==> config.mk <==
export PLATFORM = sky130hd
export DESIGN_NAME = count_run_ctrl
export DESIGN_NICKNAME = d
export VERILOG_FILES = /design/src/rtl/count_run_ctrl.sv
export SDC_FILE = /design/constraint.sdc
export NUM_CORES = 1
export LEC_CHECK = 0
export CORE_MARGIN = 1.5
export CORE_UTILIZATION = 35
export DETAILED_ROUTE_END_ITERATION = 7
export SLEW_MARGIN = 20
export SYNTH_ARGS = -nofsm -noshare
export SYNTH_HDL_FRONTEND = slang
export SYNTH_SLANG_ARGS = --single-unit
==> constraint.sdc <==
create_clock -name clk -period 4 [get_ports clk]
set_clock_uncertainty 0.05 [all_clocks]
set_input_delay 1.2 -clock clk [delete_from_list [all_inputs] [get_ports clk]]
set_output_delay 1.2 -clock clk [all_outputs]
set_load 0.02 [all_outputs]
==> src/rtl/count_run_ctrl.sv <==
// Front-end control for the two-digit BCD counter: debounced RUN/LOAD buttons,
// RUN/PAUSE/LOAD sequencing, count-enable tick generation and validated BCD preset.
module count_run_ctrl #(
  parameter int CLK_HZ          = 100_000_000,
  parameter int TICK_HZ         = 1,
  parameter int DEBOUNCE_CYCLES = 1_000_000
) (
  input  logic       clk,
  input  logic       rst_n,
  input  logic       btn_run,
  input  logic       btn_load,
  input  logic [3:0] sw_val,
  output logic       tick_o,
  output logic       load_o,
  output logic [3:0] load_val,
  output logic       load_err,
  output logic       running
);

  localparam int DIV   = CLK_HZ / TICK_HZ;
  localparam int DIV_W = $clog2(DIV);
  localparam int DB_W  = (DEBOUNCE_CYCLES > 1) ? $clog2(DEBOUNCE_CYCLES) : 1;

  localparam logic [DIV_W-1:0] DIV_LAST = DIV_W'(DIV - 1);
  localparam logic [DB_W-1:0]  DB_LAST  = DB_W'(DEBOUNCE_CYCLES - 1);
  localparam logic [3:0]       BCD_MAX  = 4'd9;

  typedef enum logic [1:0] {
    S_IDLE,
    S_RUN,
    S_PAUSE,
    S_LOAD
  } state_t;

  // Reset asserts asynchronously but releases on a clock edge, so no flop
  // sees reset removal close to its sampling point.
  logic [1:0] r_rst_sync;
  logic       w_rst_n;

  always_ff @(posedge clk or negedge rst_n) begin
    if (!rst_n) begin
      r_rst_sync <= '0;
    end else begin
      r_rst_sync <= {r_rst_sync[0], 1'b1};
    end
  end

  assign w_rst_n = r_rst_sync[1];

  // Index 0 is the RUN button, index 1 the LOAD button.
  logic [1:0]      w_btn;
  logic [1:0]      r_meta;
  logic [1:0]      r_sync;
  logic [1:0]      r_db;
  logic [1:0]      r_db_q;
  logic [1:0]      r_press;
  logic [DB_W-1:0] r_db_cnt [2];

  assign w_btn = {btn_load, btn_run};

  always_ff @(posedge clk or negedge w_rst_n) begin
    if (!w_rst_n) begin
      r_meta   <= '0;
      r_sync   <= '0;
      r_db     <= '0;
      r_db_q   <= '0;
      r_press  <= '0;
      r_db_cnt <= '{default: '0};
    end else begin
      // NOTE: sequential state uses non-blocking assignments so every flop
      // samples the pre-edge value of its neighbours, as the hardware does.
      r_meta <= w_btn;
      r_sync <= r_meta;
      r_db_q <= r_db;
      for (int i = 0; i < 2; i++) begin
        // Any reversal while a change is pending restarts the stability count.
        if (r_sync[i] != r_db[i]) begin
          if (r_db_cnt[i] == DB_LAST) begin
            r_db[i]     <= r_sync[i];
            r_db_cnt[i] <= '0;
          end else begin
            r_db_cnt[i] <= r_db_cnt[i] + 1'b1;
          end
        end else begin
          r_db_cnt[i] <= '0;
        end
        r_press[i] <= r_db[i] & ~r_db_q[i];
      end
    end
  end

  logic w_run_p;
  logic w_load_p;

  assign w_run_p  = r_press[0];
  assign w_load_p = r_press[1];

  state_t           r_state;
  logic [DIV_W-1:0] r_div;

  always_ff @(posedge clk or negedge w_rst_n) begin
    if (!w_rst_n) begin
      r_state  <= S_IDLE;
      r_div    <= '0;
      tick_o   <= 1'b0;
      load_o   <= 1'b0;
      load_err <= 1'b0;
      load_val <= '0;
      running  <= 1'b0;
    end else begin
      tick_o   <= 1'b0;
      load_o   <= 1'b0;
      load_err <= 1'b0;
      running  <= (r_state == S_RUN);
      case (r_state)
        S_IDLE: begin
          r_div <= '0;
          if (w_load_p) begin
            r_state <= S_LOAD;
          end else if (w_run_p) begin
            r_state <= S_RUN;
          end
        end
        S_RUN: begin
          if (r_div == DIV_LAST) begin
            r_div  <= '0;
            tick_o <= 1'b1;
          end else begin
            r_div <= r_div + 1'b1;
          end
          if (w_load_p) begin
            r_state <= S_LOAD;
          end else if (w_run_p) begin
            r_state <= S_PAUSE;
          end
        end
        S_PAUSE: begin
          // Divider holds so a resume continues the interrupted tick period.
          if (w_load_p) begin
            r_state <= S_LOAD;
          end else if (w_run_p) begin
            r_state <= S_RUN;
          end
        end
        S_LOAD: begin
          r_div    <= '0;
          load_o   <= 1'b1;
          load_err <= (sw_val > BCD_MAX);
          load_val <= (sw_val <= BCD_MAX) ? sw_val : 4'd0;
          r_state  <= S_IDLE;
        end
        default: begin
          r_div   <= '0;
          r_state <= S_IDLE;
        end
      endcase
    end
  end

endmodule

==> flow_metrics.py, run 1 <==
metrics = {
    "clock_tree": {
        "cts-root-buf": "clkbuf_16",
        "cts_tree": "yes",
        "clockBufferDepth": 2,
        "cts_inserted_buffers": 9,
        "clk_pin_slew_worst_paths_ns": 0.06,
        "ctsResizeCount": 0,
        "cts_setup_buffers": 0,
        "clkSinkCount": 89,
        "ctsHoldBuffers": 0,
        "clock_latency_ns": 0.34,
        "cts_max_level": 3,
    },
    "die": {
        "die-area_um2": 13000,
        "initial_core_util_pct": 35.8,
        "io-pin-count": 16,
        "die_h_um": 114,
        "core.rowCount": 40,
        "die_w_um": 114,
        "core_area_um2": 12000,
    },
    "worst_setup_path": {
        "cp_top_family": "buffers and inverters",
        "arrival_ns": 1.29,
        "required_ns": 2.75,
        "r2r_cells": 6,
        "crit_type": "reg2out",
        "cp_slowest_cell": "clkdlybuf4s50_1",
        "cp_num_cells": 1,
        "critPathLaunchType": "flop",
        "crit_start": "load_val[3]$_DFFE_PN0P_",
        "cpPeakStageDelay_ns": 0.60,
        "crit_fanout": 2,
        "cp_num_buf_inv": 1,
        "cp_cell_sequence": "clkdlybuf4s50_1",
        "worstSetupEndpointType": "output pin",
        "rr_startpoint": "r_state[0]$_DFFE_PN0P_",
    },
    "synthesis": {
        "syn_area_per_cell_um2": 9.89,
        "synth_warnings": 0,
        "synthDistinctLibCells": 47,
        "yosys.area_share.simple_pct": 24.5,
        "synthMuxAreaShare_pct": 1.22,
        "ys_ff_latch": 89,
        "syn-num-nets": 451,
        "synth-adder-area-share_pct": 2.33,
        "syn_area_um2": 4300,
        "synth_top_family_by_area": "simple AND/OR/NAND/NOR gates",
        "synth-compound-area-share_pct": 8.09,
        "async_reset_ff_share_pct": 100,
        "ys_seq_area_share_pct": 51.8,
        "synth_xor_area_share_pct": 9.16,
        "synthFlopType": "dfrtp_1",
        "synth_edf_count": 0,
        "syn_inst": 435,
    },
    "timing": {
        "finalCritPeriodShare_pct": 63.5,
        "fin_crit_ns": 2.54,
        "finalSetupViolCount": 0,
        "slew_headroom_pct": 54.0,
        "tns_ns": 0,
        "rsz0062_at_grt": "false",
        "whs_ns": 0.299,
        "tightest_slew_ns": 0.690,
        "clock.fmax_mhz": 394,
        "hold_violations": 0,
        "slew_violations": 0,
    },
    "outcome": {
        "status": "finished, final reports clean",
    },
    "final_layout": {
        "area_growth_pct": 15.5,
        "final_area_um2": 4970,
        "fin_cells": 603,
        "final_cell_mix": "88 x dfrtp_1, 65 x nor2_1, 35 x nand2_1, 25 x xor2_1, 24 x nand3_1",
        "drive_above_1_share_pct": 6.36,
        "final_common_cell": "dfrtp_1",
        "antenna_cells": 0,
        "final_nets": 468,
        "fillers": 1120,
    },
    "power": {
        "static-leakage-power_nw": 2.10,
        "power.total_mw": 1.98,
        "power_density_nw_per_um2": 399,
        "vdd_ir_drop_max_v": 0.000205,
    },
    "drt": {
        "drc": 0,
        "drt-pass1-iter-count": 4,
        "routedWlPerCell_um": 13.7,
        "drt-initial-drc-count": 178,
        "viasPerCell": 5.20,
        "drt-total-wl_mm": 8.28,
        "ant_nets": 0,
        "vias": 3134,
    },
    "placement": {
        "dp_cells": 587,
        "placed_area_um2": 4580,
        "portBuffers": 15,
        "hpwl_mm": 5.51,
        "gp_congestion": 0.830,
    },
    "run": {
        "drv_cap": 0,
    },
    "global_route": {
        "grt_pass1_vias": 3134,
        "antenna_found_initial": 0,
        "grt_pass1_wl_mm": 14.6,
        "grt_max_degree": 88,
        "overflow": 0,
        "grt.total_usage_pct": 14.1,
    },
    "hold_path": {
        "worst_hold_path.num_cells": 0,
        "hp-class": "reg2reg",
        "min_from": "r_rst_sync[0]$_DFF_PN0_",
    },
}
-- Yosys cell counts (2+ instances only) --
cell | count | area share, %
inv_1 | 14 | 1.2
o21ai_1 | 4 | 0.47
o21a_1 | 2 | 0.35
o21ai_0 | 16 | 1.9
a21o_1 | 3 | 0.52
mux2_2 | 2 | 0.52
a31oi_1 | 11 | 1.6
nor3_1 | 10 | 1.2
a21oi_1 | 10 | 1.2
nor3_2 | 2 | 0.47
nand3_1 | 24 | 2.8
and2_1 | 2 | 0.29
o31a_1 | 2 | 0.41
nor4b_1 | 2 | 0.41
clkbuf_1 | 5 | 0.44
nor2b_1 | 5 | 0.73
xor2_1 | 25 | 5.1
and4_1 | 7 | 1.4
nor4b_2 | 2 | 0.70
ha_1 | 8 | 2.3
buf_2 | 3 | 0.35
mux2i_1 | 3 | 0.70
or3_1 | 2 | 0.29
a41oi_1 | 5 | 1.0
xnor2_1 | 20 | 4.1
nor2_1 | 65 | 5.7
and3_1 | 20 | 2.9
buf_6 | 2 | 0.52
nand4_1 | 18 | 2.6
dfrtp_1 | 89 | 52
o22ai_1 | 2 | 0.29
nand2_1 | 35 | 3.1
-- kinds of logic (layout without fill, tap and decap cells) --
logic type                 Yosys count  after routing
xor gates and xnor gates            45             45
AOI/OAI and AO/OA                   57             57
buffers and inverters               26             47
muxes                                5              5
adders and majority gates            8              8
other                                1              1
and+or+nand+nor                    204            204
DFF                                 89             89
-- power by group --
part / internal [mW] / switching (mW)
combinational: 0.0146 / 0.0201
clock: 0.687 / 0.337
sequential: 0.908 / 0.0173
-- final cells by class --
type                       instances  area (µm²)  area share, %
tap                              147         184           3.70
timing repair buffer              17         178           3.58
clock buffer                      10         239           4.81
sequential                        89        2230           44.9
multi-input combinational        320        1950           39.3
clock inverter                     5         128           2.57
inverter                          15        56.3           1.13
-- registers in the layout, indices dropped and copies added (netlist names) --
signal,count
r_meta,2
r_state,2
r_div,27
tick_o,1
load_val,4
load_err,1
r_press,2
r_db,2
r_sync,2
r_db_cnt,40
load_o,1
r_db_q,2
running,1
r_rst_sync,2
-- stage by stage --
stage	worst slack, ns	util (%)
6_report	1.46	41.4
5_1_grt	1.40	41.4
4_1_cts	1.43	41.2
3_5_place_dp	1.79	38.2
3_3_place_gp	1.82	38.2
2_1_floorplan	1.29	-
-- per-layer routing --
metal	share of wire (%)	vias to the layer above	track usage [%]
met1	47	1530	17.5
met2	49	31	23.3
met4	1.6	0	5.75
met3	2.7	10	3.72
li1	-	1563	-
met5	0	-	0
-- worst paths after layout --
path | endpoint | slack [ns]
max in group asynchronous | r_rst_sync[1]$_DFF_PN0_ | 2.79
worst min register to register | r_rst_sync[1]$_DFF_PN0_ | 0.30
worst max register to register | r_div[20]$_DFFE_PN0P_ | 1.79
min in group asynchronous | r_div[16]$_DFFE_PN0P_ | 0.34
worst max-delay path | load_val[3] | 1.46
worst min-delay path | r_rst_sync[1]$_DFF_PN0_ | 0.30
No activity file was read; power rests on OpenSTA's default activity.
==> inputs of run 2 (changes only) <==
- clock period: 4 -> 2.1 ns (I/O delays scaled with it)
==> flow_metrics.py, run 2 (same netlist as run 1, synthesis figures left out) <==
metrics = {
    "outcome": {
        "status": "finished, final reports clean",
    },
    "placement": {
        "pre_cts_ws_ns": 0.109,
        "hpwl_mm": 5.86,
        "dp_cells": 608,
        "gp_congestion": 0.825,
        "portBuffers": 15,
    },
    "clock_tree": {
        "clockBufferDepth": 2,
        "clk_pin_slew_worst_paths_ns": 0.06,
        "cts_max_level": 3,
        "cts_tree": "yes",
        "cts-root-buf": "clkbuf_16",
        "cts_setup_buffers": 0,
        "clock_latency_ns": 0.34,
        "cts_inserted_buffers": 9,
        "clkSinkCount": 89,
    },
    "power": {
        "p_sw_share_pct": 21.3,
        "power.total_mw": 3.34,
        "seqPwrFrac_pct": 52.5,
        "p_switching_uw": 712,
        "clockPowerShare_pct": 45.2,
        "power_density_nw_per_um2": 663,
        "static-leakage-power_nw": 2.17,
        "p_int_mw": 2.63,
        "comb_power_share_pct": 2.3,
        "vdd_ir_drop_max_v": 0.000531,
    },
    "worst_setup_path": {
        "rr_startpoint": "r_state[0]$_DFFE_PN0P_",
        "cp_top_family": "buffers and inverters",
        "cp_cell_sequence": "clkdlybuf4s50_1",
        "cp_slowest_cell": "clkdlybuf4s50_1",
        "cpPeakStageDelay_ns": 0.60,
        "crit_fanout": 2,
        "crit_type": "reg2out",
        "crit_start": "load_val[2]$_DFFE_PN0P_",
        "arrival_ns": 1.28,
        "regToRegSetupSlack_ns": 0.15,
        "critPathLaunchType": "flop",
        "required_ns": 1.42,
        "worstSetupEndpointType": "output pin",
        "cp_num_buf_inv": 1,
    },
    "global_route": {
        "grt_pass1_vias": 3223,
        "antenna_found_initial": 0,
        "grt_pass1_wl_mm": 14.7,
        "grt.total_usage_pct": 14.1,
        "overflow": 0,
        "grt_max_degree": 33,
    },
    "drt": {
        "drc": 0,
        "drt-pass1-iter-count": 4,
        "vias": 3181,
        "ant_nets": 0,
        "routedWlPerCell_um": 13.3,
        "viasPerCell": 5.10,
        "drt-initial-drc-count": 167,
        "drt-total-wl_mm": 8.31,
    },
    "final_layout": {
        "final_core_util_pct": 42.0,
        "final_cell_mix": "88 x dfrtp_1, 65 x nor2_1, 35 x nand2_1, 25 x xor2_1, 24 x nand3_1",
        "area_growth_pct": 17.3,
        "fillers": 1159,
        "largest_reg_flops": 40,
        "antenna_cells": 0,
        "final_common_cell": "dfrtp_1",
        "reg_top3": "r_db_cnt x40, r_div x27, load_val x4",
        "drive_above_1_share_pct": 10.7,
        "top_register": "r_db_cnt",
        "final_nets": 488,
        "fin_cells": 624,
    },
    "timing": {
        "slew_violations": 0,
        "setup_ws_ns": 0.141,
        "tns_ns": 0,
        "rsz0062_at_grt": "false",
        "finalSetupViolCount": 0,
        "clock.fmax_mhz": 510,
        "finalCritPeriodShare_pct": 93.3,
        "hold_violations": 0,
        "fin_crit_ns": 1.96,
    },
    "run": {
        "drv_cap": 0,
    },
    "die": {
        "die-area_um2": 13000,
        "initial_core_util_pct": 35.8,
        "core.rowCount": 40,
        "io-pin-count": 16,
        "die_w_um": 114,
        "die_h_um": 114,
        "core_area_um2": 12000,
    },
    "hold_path": {
        "hp-class": "reg2async",
    },
}
-- run 2: cell types whose count changed in the layout (fill, tap and decap cells not counted) --
cell,previous run,this run
o21a_1,2,1
bufinv_16,4,0
nor2b_1,5,4
clkbuf_8,1,2
nor2b_2,0,1
o21ai_2,0,1
buf_4,1,21
clkinv_4,0,2
o21a_2,0,1
clkbuf_1,0,2
o21ai_1,5,4
-- run 2: what timing repair did --
action	in CTS	in global routing
setup endpoints to repair	0	16
gates resized for setup	0	3
hold buffers	0	0
hold endpoints to repair	0	0
-- run 2: power by group through the flow --
| stage | Clock [mW] | Sequential [mW] | Combinational, mW |
|---|---|---|---|
| after floorplan | 0 | 1.80 | 0.0288 |
| after detailed placement | 0 | 1.79 | 0.0797 |
| after CTS | 1.58 | 1.76 | 0.0803 |
| after global placement | 0 | 1.79 | 0.0784 |
| after global routing | 1.64 | 1.76 | 0.0908 |
| final | 1.51 | 1.76 | 0.0764 |
-- run 2: area by class of cell --
| cell class | instances | area, µm² | area share, % |
|---|---|---|---|
| inverters | 15 | 56.3 | 1.12 |
| flip-flops and latches | 89 | 2230 | 44.2 |
| clock buffers | 13 | 260 | 5.16 |
| clock inverters | 3 | 25.0 | 0.496 |
| repair buffers | 37 | 328 | 6.50 |
| multi-input cells | 320 | 1960 | 38.9 |
| well taps | 147 | 184 | 3.64 |
-- run 2: per-layer routing --
layer | global-route usage [%] | vias to the layer above | part of all wire [%]
li1 | - | 1593 | -
met1 | 18.0 | 1537 | 48
met2 | 22.5 | 47 | 48
met3 | 4.36 | 4 | 2.9
met4 | 5.58 | 0 | 0.75
met5 | 0 | - | 0
-- run 2: final timing paths --
check                           depth (start not counted)                     to
worst min register to register                          0   r_div[3]$_DFFE_PN0P_
max in group asynchronous                               1  r_div[20]$_DFFE_PN0P_
worst min-delay path                                    0   r_div[3]$_DFFE_PN0P_
worst max register to register                          7  r_div[11]$_DFFE_PN0P_
worst max-delay path                                    1            load_val[2]
min in group clk                                        0    r_sync[1]$_DFF_PN0_
-- run 2: per-stage QoR --
| step | instance area (µm²) | hold slack [ns] |
|---|---|---|
| after global routing | 5050 | 0.258 |
| after floorplan | 4300 | 0.281 |
| after detailed placement | 4750 | 0.229 |
| final | 5050 | 0.217 |
| after global placement | 4750 | 0.232 |
| after CTS | 5040 | 0.234 |
==> inputs of run 3 (changes only) <==
- CTS_BUF_LIST: unset -> sky130_fd_sc_hd__clkbuf_8
==> flow_metrics.py, run 3 (same netlist as run 1, synthesis figures left out) <==
metrics = {
    "worst_setup_path": {
        "rr_endpoint": "r_div[11]$_DFFE_PN0P_",
        "cp_num_buf_inv": 1,
        "critPathLaunchType": "flop",
        "crit_path_end": "tick_o",
        "regToRegSetupSlack_ns": 0.14,
        "cpPeakStageDelay_ns": 0.62,
        "required_ns": 1.42,
        "worstSetupEndpointType": "output pin",
        "cp_slowest_cell": "clkdlybuf4s50_1",
        "crit_type": "reg2out",
        "cp_cell_sequence": "clkdlybuf4s50_1",
        "rr_startpoint": "r_state[0]$_DFFE_PN0P_",
        "r2r_cells": 7,
        "crit_start": "tick_o$_DFF_PN0_",
        "cp_num_cells": 1,
        "cp_top_family": "buffers and inverters",
        "crit_fanout": 1,
        "arrival_ns": 1.31,
    },
    "power": {
        "clockPowerShare_pct": 37.4,
        "p_switching_uw": 671,
        "comb_power_share_pct": 2.6,
        "power_density_nw_per_um2": 590,
        "vdd_ir_drop_max_v": 0.000465,
        "seqPwrFrac_pct": 60.0,
        "p_sw_share_pct": 23.0,
        "p_int_mw": 2.25,
        "static-leakage-power_nw": 2.13,
    },
    "clock_tree": {
        "cts_tree": "yes",
        "cts_setup_buffers": 0,
        "cts_max_level": 3,
        "cts-root-buf": "clkbuf_8",
        "clock_latency_ns": 0.37,
        "clkSinkCount": 89,
        "clockBufferDepth": 2,
        "clk_pin_slew_worst_paths_ns": 0.09,
        "cts_inserted_buffers": 9,
    },
    "die": {
        "die_w_um": 114,
        "die_h_um": 114,
        "die-area_um2": 13000,
        "initial_core_util_pct": 35.8,
        "io-pin-count": 16,
        "core_area_um2": 12000,
        "core.rowCount": 40,
    },
    "final_layout": {
        "largest_reg_flops": 40,
        "final_area_um2": 4940,
        "final_cell_mix": "88 x dfrtp_1, 65 x nor2_1, 35 x nand2_1, 25 x xor2_1, 24 x nand3_1",
        "fin_cells": 624,
        "top_register": "r_db_cnt",
        "reg_top3": "r_db_cnt x40, r_div x27, load_val x4",
        "final_core_util_pct": 41.2,
        "antenna_cells": 0,
        "drive_above_1_share_pct": 10.7,
        "area_growth_pct": 15.0,
        "final_nets": 488,
        "final_common_cell": "dfrtp_1",
    },
    "timing": {
        "finalCritPeriodShare_pct": 94.9,
        "tns_ns": 0,
        "clock.fmax_mhz": 502,
        "finalSetupViolCount": 0,
        "setup_ws_ns": 0.106,
        "slew_violations": 0,
        "fin_crit_ns": 1.99,
        "hold_violations": 0,
        "rsz0062_at_grt": "false",
    },
    "placement": {
        "dp_cells": 608,
        "placed_area_um2": 4750,
        "hpwl_mm": 5.86,
        "portBuffers": 15,
        "gp_congestion": 0.825,
        "pre_cts_ws_ns": 0.109,
    },
    "global_route": {
        "use_met1_pct": 18.1,
        "grt_use_met3_pct": 3.72,
        "grt_pass1_vias": 3234,
        "overflow": 0,
        "grt_max_degree": 33,
        "grt_most_used_layer": "met2",
        "grt_pass1_wl_mm": 14.7,
        "grt.total_usage_pct": 14.0,
        "met2_usage_pct": 22.4,
        "antenna_found_initial": 0,
    },
    "outcome": {
        "status": "finished, final reports clean",
    },
    "drt": {
        "ant_nets": 0,
        "drt-initial-drc-count": 202,
        "drt-total-wl_mm": 8.31,
        "routedWlPerCell_um": 13.3,
        "drc": 0,
        "viasPerCell": 5.11,
        "vias": 3190,
        "drt-pass1-iter-count": 4,
    },
    "run": {
        "drv_cap": 0,
    },
    "hold_path": {
        "hp-class": "reg2async",
    },
}
run 3: cell count changes in the layout (fill, tap and decap cells not counted), sizes merged:
cell    delta
clkbuf     -2
inv        +2
run 3: metrics by stage:
step,power (mW),hold slack [ns]
finish,2.92,0.216
global route,3.05,0.259
CTS,2.98,0.235
detailed placement,1.87,0.229
global placement,1.87,0.232
floorplan,1.82,0.281
run 3: power groups by stage:
stage / clock, mW / combinational [mW] / sequential [mW]
after floorplan: 0 / 0.0288 / 1.80
after global placement: 0 / 0.0784 / 1.79
after detailed placement: 0 / 0.0797 / 1.79
after CTS: 1.14 / 0.0803 / 1.75
after global routing: 1.20 / 0.0908 / 1.76
final: 1.09 / 0.0762 / 1.75
run 3: layer usage:
metal	up-vias	part of all wire, %
li1	1591	-
met1	1524	48
met2	61	47
met3	14	3.8
met4	0	1.9
met5	-	0
run 3: worst min-delay path by stage:
stage	end	slack (ns)	startpoint
after floorplan	r_rst_sync[0]$_DFF_PN0_	0.28	rst_n
after global placement	r_div[5]$_DFFE_PN0P_	0.23	r_rst_sync[1]$_DFF_PN0_
after detailed placement	r_div[3]$_DFFE_PN0P_	0.23	r_rst_sync[1]$_DFF_PN0_
after CTS	r_div[4]$_DFFE_PN0P_	0.23	r_rst_sync[1]$_DFF_PN0_
after global routing	r_div[4]$_DFFE_PN0P_	0.26	r_rst_sync[1]$_DFF_PN0_
final	r_div[3]$_DFFE_PN0P_	0.22	r_rst_sync[1]$_DFF_PN0_
run 3: layout make-up:
class,instances,area (µm²)
clock buffer,11,151
timing repair buffer,37,328
multi-input combinational,320,1960
sequential,89,2230
fill,1172,7070
tap,147,184
inverter,15,56.3
clock inverter,5,32.5
run 3: repair_timing:
| action | 4_1_cts | 5_1_grt |
|---|---|---|
| setup endpoints to repair | 0 | 16 |
| gates resized for setup | 0 | 3 |
| hold buffers | 0 | 0 |
